$ cat src/rtl/rob_id_remap_alloc.sv
// rob_id_remap_alloc: binds each AXI ID to a table row and hands out successive
// columns of that row, so every outstanding read gets unique_id = {row, col}.
// Requests use a valid/ready handshake, and retires free the oldest column of a row.
//
// Ports:
//   clk, rst          clock; asynchronous active-low reset (0 = reset)
//   alloc_valid/id    allocation request; alloc_ready is combinational accept
//   grant_valid/uid   one-cycle grant the cycle after accept, {row, col}
//   grant_id          echo of accepted alloc_id
//   free_valid/row    retire the oldest outstanding entry of free_row
//   free_err          one-cycle pulse when a free hits an empty row
//   rows_used         number of bound rows; table_full when all rows bound
module rob_id_remap_alloc #(
  parameter int unsigned ID_WIDTH = 4,
  parameter int unsigned NUM_ROWS = 16,
  parameter int unsigned NUM_COLS = 16
) (
  input  logic                                           clk,
  input  logic                                           rst,
  input  logic                                           alloc_valid,
  input  logic [ID_WIDTH-1:0]                            alloc_id,
  output logic                                           alloc_ready,
  output logic                                           grant_valid,
  output logic [$clog2(NUM_ROWS)+$clog2(NUM_COLS)-1:0]   grant_uid,
  output logic [ID_WIDTH-1:0]                            grant_id,
  input  logic                                           free_valid,
  input  logic [$clog2(NUM_ROWS)-1:0]                    free_row,
  output logic                                           free_err,
  output logic [$clog2(NUM_ROWS):0]                      rows_used,
  output logic                                           table_full
);

  localparam int unsigned ROW_W = $clog2(NUM_ROWS);
  localparam int unsigned COL_W = $clog2(NUM_COLS);
  localparam int unsigned CNT_W = COL_W + 1;
  localparam int unsigned USE_W = ROW_W + 1;

  // Per-row state
  logic                bound_q  [NUM_ROWS];
  logic [ID_WIDTH-1:0] id_q     [NUM_ROWS];
  logic [COL_W-1:0]    wr_col_q [NUM_ROWS];
  logic [COL_W-1:0]    rd_col_q [NUM_ROWS];
  logic [CNT_W-1:0]    count_q  [NUM_ROWS];

  logic             hit;
  logic [ROW_W-1:0] hit_row;
  logic             any_unbound;
  logic [ROW_W-1:0] unbound_row;
  logic [ROW_W-1:0] tgt_row;
  logic             fire;
  logic             free_ok;
  logic             bind_new;
  logic             unbind;
  logic [NUM_ROWS-1:0] fire_vec;
  logic [NUM_ROWS-1:0] free_vec;
  logic [USE_W-1:0] rows_used_nxt;

  // ID lookup: matching bound row, and lowest-index unbound row as miss target
  always_comb begin
    hit         = 1'b0;
    hit_row     = '0;
    any_unbound = 1'b0;
    unbound_row = '0;
    for (int r = 0; r < NUM_ROWS; r++) begin
      if (bound_q[r] && (id_q[r] == alloc_id) && !hit) begin
        hit     = 1'b1;
        hit_row = ROW_W'(r);
      end
      if (!bound_q[r] && !any_unbound) begin
        any_unbound = 1'b1;
        unbound_row = ROW_W'(r);
      end
    end
  end

  // Accept/retire decode; everything is derived from pre-update state
  always_comb begin
    tgt_row     = hit ? hit_row : unbound_row;
    alloc_ready = rst && (hit ? (count_q[hit_row] < CNT_W'(NUM_COLS)) : any_unbound);
    fire        = alloc_valid && alloc_ready;
    bind_new    = fire && !hit;
    free_ok     = free_valid && (count_q[free_row] != '0);
    // A same-cycle fire on the row being drained keeps it bound
    unbind      = free_ok && (count_q[free_row] == CNT_W'(1)) &&
                  !(fire && (tgt_row == free_row));
    fire_vec    = '0;
    free_vec    = '0;
    for (int r = 0; r < NUM_ROWS; r++) begin
      fire_vec[r] = fire && (tgt_row == ROW_W'(r));
      free_vec[r] = free_ok && (free_row == ROW_W'(r));
    end
    rows_used_nxt = rows_used;
    if (bind_new && !unbind) begin
      rows_used_nxt = rows_used + USE_W'(1);
    end else if (unbind && !bind_new) begin
      rows_used_nxt = rows_used - USE_W'(1);
    end
  end

  // Row table update
  always_ff @(posedge clk or negedge rst) begin
    if (!rst) begin
      for (int r = 0; r < NUM_ROWS; r++) begin
        bound_q[r]  <= 1'b0;
        id_q[r]     <= '0;
        wr_col_q[r] <= '0;
        rd_col_q[r] <= '0;
        count_q[r]  <= '0;
      end
    end else begin
      for (int r = 0; r < NUM_ROWS; r++) begin
        if (fire_vec[r]) begin
          wr_col_q[r] <= wr_col_q[r] + COL_W'(1);
          if (bind_new) begin
            bound_q[r] <= 1'b1;
            id_q[r]    <= alloc_id;
          end
        end
        if (free_vec[r]) begin
          rd_col_q[r] <= rd_col_q[r] + COL_W'(1);
        end
        if (fire_vec[r] && !free_vec[r]) begin
          count_q[r] <= count_q[r] + CNT_W'(1);
        end else if (free_vec[r] && !fire_vec[r]) begin
          count_q[r] <= count_q[r] - CNT_W'(1);
          // Column pointers survive unbind so reused rows never alias stale tags
          if (count_q[r] == CNT_W'(1)) begin
            bound_q[r] <= 1'b0;
            id_q[r]    <= '0;
          end
        end
      end
    end
  end

  // Registered grant, error and occupancy outputs
  always_ff @(posedge clk or negedge rst) begin
    if (!rst) begin
      grant_valid <= 1'b0;
      grant_uid   <= '0;
      grant_id    <= '0;
      free_err    <= 1'b0;
      rows_used   <= '0;
      table_full  <= 1'b0;
    end else begin
      grant_valid <= fire;
      if (fire) begin
        grant_uid <= {tgt_row, wr_col_q[tgt_row]};
        grant_id  <= alloc_id;
      end
      free_err   <= free_valid && !free_ok;
      rows_used  <= rows_used_nxt;
      table_full <= (rows_used_nxt == USE_W'(NUM_ROWS));
    end
  end

endmodule
$ cat config.mk
export PLATFORM = sky130hd
export DESIGN_NAME = rob_id_remap_alloc
export DESIGN_NICKNAME = d
export VERILOG_FILES = /design/src/rtl/rob_id_remap_alloc.sv
export SDC_FILE = /design/constraint.sdc
export NUM_CORES = 1
export LEC_CHECK = 0
export ABC_AREA = 1
export CAP_MARGIN = 30
export CORE_ASPECT_RATIO = 1.4
export CORE_MARGIN = 1
export CORE_UTILIZATION = 60
export DETAILED_ROUTE_END_ITERATION = 8
export GPL_ROUTABILITY_DRIVEN = 0
export PLACE_DENSITY = 0.77
export RECOVER_POWER = 100
export SYNTH_ARGS = -nofsm -noshare
export SYNTH_HDL_FRONTEND = slang
export SYNTH_SLANG_ARGS = --single-unit
$ cat constraint.sdc
create_clock -name clk -period 4.85 [get_ports clk]
set_clock_uncertainty 0.2 [all_clocks]
set_input_delay 0.7275 -clock clk [delete_from_list [all_inputs] [get_ports clk]]
set_output_delay 0.7275 -clock clk [all_outputs]
set_load 0.05 [all_outputs]
Word level (Yosys, flattened, before mapping)
Cells that the tools add are included.

Bits in registers: 244. Word-level logic and storage cells: 679. Output and inout bits: 21. Bits of input ports: 12.

Magnitude comparators: 4. Multiplexer cells: 267. $add $sub $neg: 50. Eq/ne operators: 65. Bitwise logic cells: 3. Reductions and logical operators: 220.

Operators with widths (count): 4-bit 2-to-1 mux (110); 5-bit 2-to-1 mux (38); 1-bit logical AND (120); 1-bit 2-to-1 mux (115); 5-bit by 1-bit adder with 5-bit output (second input constant) (17); 5-bit by 1-bit equality test with 1-bit output (second input constant) (17); 5-bit by 1-bit subtractor with 5-bit output (second input constant) (17); 1-bit zero test (81); 4-bit equality test (17); 4-bit by 1-bit adder with 4-bit output (second input constant) (16); 4-bit equality test (second input constant) (16); 5-bit binary-select mux with 4-bit select (2); 4-bit by 3-bit equality test with 1-bit output (second input constant) (8); 2-bit nonzero test (16); 4-bit binary-select mux with 4-bit select (1); 4-bit by 2-bit equality test with 1-bit output (second input constant) (4); 5-bit greater-or-equal comparator (second input constant) (3); 4-bit NOT with 5-bit output (3); 4-bit by 1-bit equality test with 1-bit output (second input constant) (2); 4-bit zero test (2); 5-bit equality test (second input constant) (1); 5-bit < comparator (second input constant) (1); 5-bit nonzero test (1); 2-bit 2-to-1 mux (1).

Depth between registers and ports, before layout
Word-level depth: 63. Gate-level depth with buffers: 35. Gate-level depth less buffers: 34.

Worst setup path before layout
Ideal clock, no wire load.

Path kind: input to register. Start point: in alloc_id[3]. End point: reg count_q[68] in the netlist's numbering. Setup slack: -0.037 ns. Data required time: 4.532 ns. Arrival: 4.568 ns. Stages: 30. Library setup time: 0.118 ns. Cell sequence: buf_4 inv_2 buf_6 nor2_1 nor2_1 nand3_2 nand2_2 nor2_4 nand4_4 nor2_8 nand4_4 nor3_4 nand4_4 nand2_2 nand2_1 nand3_1 nand3_1 nand3_1 nand2_2 nor2_8 nand2_8 nor2_2 nand2_2 inv_2 ha_1 or2_2 o32ai_1 o21ai_0 xor2_1 inv_1.

Longest elaborated chain between the ends: 60. Elaborated cells between the ends (all ways): 109. Those cells by class: order compare: 1; eq/ne: 17; mux: 37; bitwise: 1; reduce/logical: 53.

Ends and longest elaborated chain: start: declaration (line 21) `input logic [ID_WIDTH-1:0] alloc_id,`; 4-bit equality test (line 65) `if (bound_q[r] && (id_q[r] == alloc_id) && !hit) begin`; 1-bit logical AND (line 65); 1-bit 2-to-1 mux (line 65); 1-bit zero test (line 65); 1-bit logical AND (line 65); 1-bit 2-to-1 mux (line 65); 1-bit zero test (line 65); 1-bit logical AND (line 65); (+45 left out); 1-bit 2-to-1 mux (*) (line 79) `alloc_ready = rst && (hit ? (count_q[hit_row] < CNT_W'(NUM_COLS)) : any_unbound);`; 1-bit logical AND (*) (line 79); via alloc_ready (line 22) `output logic alloc_ready,`; 1-bit logical AND (*) (line 80) `fire = alloc_valid && alloc_ready;`; 1-bit logical AND (*) (line 89) `fire_vec[r] = fire && (tgt_row == ROW_W'(r));`; 1-bit zero test (line 124) `end else if (free_vec[r] && !fire_vec[r]) begin`; 1-bit logical AND (line 124); 2-bit nonzero test (no source line); end signal: indexed assignment (line 123) `count_q[r] <= count_q[r] + CNT_W'(1);`; end signal: indexed assignment (line 125) `count_q[r] <= count_q[r] - CNT_W'(1);`; end: declaration (line 43) `logic [CNT_W-1:0] count_q [NUM_ROWS];`.

The timed path passes the listed nets; every way through them passes the cells marked *. The select of a mux whose other input is x is not followed. A chain may end at the register's enable or synchronous reset.

Worst setup path in the final report
Start point: reg id_q[51] in the netlist's numbering. End point: reg id_q[10] in the netlist's numbering.

Longest elaborated chain between the ends: 54. Elaborated cells between the ends (all ways): 74. Those cells by class: order compare: 1; eq/ne: 2; mux: 36; bitwise: 1; reduce/logical: 34.

Ends and longest elaborated chain: start: declaration (line 40) `logic [ID_WIDTH-1:0] id_q [NUM_ROWS];`; start signal: indexed assignment (line 116) `id_q[r] <= alloc_id;`; 4-bit equality test (*) (line 65); 1-bit logical AND (*) (2 in a row) (line 65); 1-bit 2-to-1 mux (line 65); 1-bit zero test (line 65); 1-bit logical AND (line 65); 1-bit 2-to-1 mux (line 65); 1-bit zero test (line 65); 1-bit logical AND (line 65); (+37 left out); 1-bit logical AND (line 79); 1-bit logical AND (line 80); 1-bit logical AND (line 81) `bind_new = fire && !hit;`; 4-bit 2-to-1 mux (line 114) `if (bind_new) begin`; 4-bit 2-to-1 mux (line 112) `if (fire_vec[r]) begin`; 4-bit 2-to-1 mux (line 127) `if (count_q[r] == CNT_W'(1)) begin`; 4-bit 2-to-1 mux (line 124); 4-bit 2-to-1 mux (*) (line 122) `if (fire_vec[r] && !free_vec[r]) begin`.

Every way passes the cells marked *; elsewhere a longest branch is shown, timed or not. The select of a mux whose other input is x is not followed.

==> reports/qor.txt <==
Status: finished, violations left
Failing checks: max-capacitance violations, max-slew violations
Antenna cells: 0
Crit Path Max Fanout: 14
Hold Fails Final Rpt: 0
Clock-pin transition on the worst setup and hold timing paths: 60 ps
Min-delay src: count_q[24]
Max clock buf depth: 3
Setup ws final: 164 ps
Max cap viols: 2
Max Clk Rate: 213 MHz
Core Area: 0.0248 sq mm
Worst hold margin: 267 ps
Post-synth EDFFs: 0
Share of layout cells above drive strength 1: 18.6%
Pwr dens: 693 mW/mm^2
WL final: 47.7 mm
TritonCTS clock tree: built
Via density: 5.95
Switching part of the total: 46.9%
Filler instances: 1762
GRT Resource Usage Total: 37.0%
Combinational share of power: 55.1%
Die width: 137 um
Slew Viols, Final: 133
Cell Count, Final, Fillers Out: 2488
Seq/Total Area, Yosys: 40.0%
Syn Nets: 1993
Worst slack, placed: -701 ps
Clock sink total: 244
Register Area: 0.00611 sq mm
Sequential fraction of design power: 28.6%
Number of CTS-inserted buffers: 26
Nets: 2263
Effective utilization at floorplan: 61.5%
Initial antenna violation count: 0
R2r endpoint: id_q[10]
Leakage: 9.41 nW
Fraction of registers with async set/reset: 100%
CTS root buf: clkbuf_16
Post-Route Utilization: 75.8%
Via Count: 14800
Setup violations, final: 0
Clock Power Share: 16.3%
Max_slew headroom: -22.4%
CP Capture Type: flop
Period Utilization, post-route: 96.6%
Int Power: 6.93 mW
Total power: 13.0 mW
Largest net degree at the start of global routing: 77
DRC: 0
Boundary pin count: 33
Slew @ Worst Pin: 1840 ps
Average cell area after synthesis: 8.11 sq um
Setup crit start kind: flop
Vias in the first global route: 14400
Worst EP arrival: 4930 ps
Hold Path Class: reg2reg
Total grt overflow: 0
Routed length per placed instance: 19.2 um
First-pass GRT wire length: 73.4 mm
Critical R2R Launch: id_q[51]
Die ar.: 0.0261 sq mm
Worst VDD drop: 0.444 mV
Critical path origin: id_q[51]
Flop-to-flop setup slack: 160 ps
Worst reg2reg path depth: 26
Post-route ant nets: 0
DP HPWL: 35.4 mm
CP max-delay cell: clkbuf_1
CTS H-Tree Depth: 1
Min Tclk post-route: 4690 ps
Area occupied by multi-input gates: 0.00803 sq mm
Top FF cell, synth: dfrtp_1
Critical Path End: id_q[10]
Placed insts: 2428
Buffers on Ports: 32
# rows: 68
Net Sw Power: 6.12 mW
Yosys cell types: 52
Syn-to-layout area delta: 23.3%
Worst skew pair latency: 570 ps
Crit path required time: 5090 ps
Worst path max stage delay: 740 ps
Post-Syn Area: 0.0153 sq mm
DR pass1 iterations: 6
Starting DRT DRC Count: 1114
Synth warnings: 0
Setup CP Type: reg2reg
#FFs+latches synth: 244
Mapped Cells: 1883
Height of the die: 191 um
-- cell usage in the layout (no fill, tap or decap), drive strengths merged, types with 3 or more instances in the layout --
cell           instances
nand2                320
inv                  298
dfrtp                244
buf                  238
nor2                 212
o21ai                123
ha                    98
xor2                  96
nand3                 91
a21oi                 83
o22ai                 44
nor3                  44
xnor2                 43
clkbuf                43
nand4                 41
dlygate4sd3           22
nor4                  18
a211oi                14
o21a                  14
or2                   10
o2111ai                9
a221oi                 8
o211ai                 8
a22oi                  8
clkinv                 8
o32ai                  6
a31oi                  5
clkdlybuf4s50          5
o221ai                 4
bufinv                 3
dlymetal6s2s           3
-- power by group through the flow --
stage / combinational (mW) / sequential (mW) / clock [mW]
finish: 7.19 / 3.73 / 2.13
global route: 7.72 / 3.82 / 2.22
CTS: 7.00 / 3.69 / 2.14
detailed placement: 6.90 / 3.71 / 0
global placement: 6.68 / 3.67 / 0
floorplan: 3.94 / 3.68 / 0
-- worst min path at each step --
stage | slack, ps | endpoint | depth (start not counted)
2_1_floorplan | 230 | bound_q[0] | 0
3_3_place_gp | 260 | wr_col_q[63] | 1
3_5_place_dp | 260 | count_q[24] | 1
4_1_cts | 270 | count_q[24] | 1
5_1_grt | 290 | wr_col_q[27] | 1
6_report | 270 | count_q[24] | 1
-- synth_stat cells, types with 2 or more instances --
cell	instances	share of area (%)
inv_1	269	6.6
nor2_1	189	4.6
nor2_2	8	0.33
nand2_2	17	0.70
nand3_1	85	2.8
o22ai_1	44	1.8
buf_2	9	0.30
nor3_1	39	1.3
a21oi_1	82	2.7
o221ai_1	4	0.23
nand4_1	37	1.5
nand2_1	301	7.4
xor2_1	96	5.5
o32ai_1	6	0.34
o2111ai_1	8	0.46
o211ai_1	8	0.39
nand3_2	6	0.39
clkbuf_1	18	0.44
buf_4	4	0.20
a211oi_1	14	0.69
inv_2	26	0.64
a22oi_1	8	0.39
o21a_1	14	0.69
nor2_8	2	0.26
nor3_2	4	0.26
buf_6	2	0.15
nor4_1	18	0.74
nor2_4	13	0.96
o2bb2ai_1	2	0.11
o41ai_1	2	0.11
o21ai_1	17	0.56
ha_1	98	8.0
or2_2	10	0.41
dfrtp_1	244	40
a221oi_1	8	0.46
a31oi_1	5	0.20
xnor2_1	43	2.5
o21ai_0	106	3.5
nand4_4	4	0.56
-- critical path: cells and delay by family (launching register included) --
kind	cells	cell delay [ps]
flops	1	460
simple gates	16	1640
buf+inv	5	1540
compound gates	5	710
-- cell families (layout without fill, tap and decap cells) --
family	after synthesis	count (layout)	synth area share, %
and+or+nand+nor	738	738	22.6
buffers and inverters	332	622	8.48
DFF	244	244	40.0
adders and majority gates	98	98	8.03
AOI/OAI and AO/OA	332	332	12.9
xor gates and xnor gates	139	139	7.97
-- sequential cells by signal, indices dropped and copies added, names as in the netlist --
register,count
rows_used,5
wr_col_q,64
grant_id,4
table_full,1
grant_valid,1
grant_uid,8
free_err,1
bound_q,16
count_q,80
id_q,64
-- layout make-up --
class,count,share of cell area (%)
Multi-Input combinational cell,1307,42.6
Sequential cell,244,32.4
Timing Repair Buffer,275,11.9
Inverter,298,6.09
Clock buffer,36,4.03
Tap cell,315,2.09
Clock inverter,12,0.791
Timing Repair inverter,1,0.0399
-- metrics by stage --
stage	area [sq um]	setup TNS, ps
floorplan	15400	-79.0
global placement	17700	-30240
detailed placement	17700	-43490
CTS	18700	0
global route	18800	-45.6
finish	18800	0
-- timing repair --
action / in CTS / in global routing
gates resized for setup: 5 / 10
gates cloned: 1 / 1
hold buffers: 1 / 0
setup endpoints to repair: 9 / 113
endpoints found under the hold margin: 37 / 0
buffers inserted: 2 / 5
pin swaps: 2 / 6
-- routing by layer --
metal	global-route usage [%]	up-vias	share of wire, %
li1	-	6732	-
met1	41.7	7021	36
met2	62.3	784	48
met3	5.85	276	7.5
met4	27.7	0	8.3
met5	0	-	0
(Power assumes the default switching activity.)
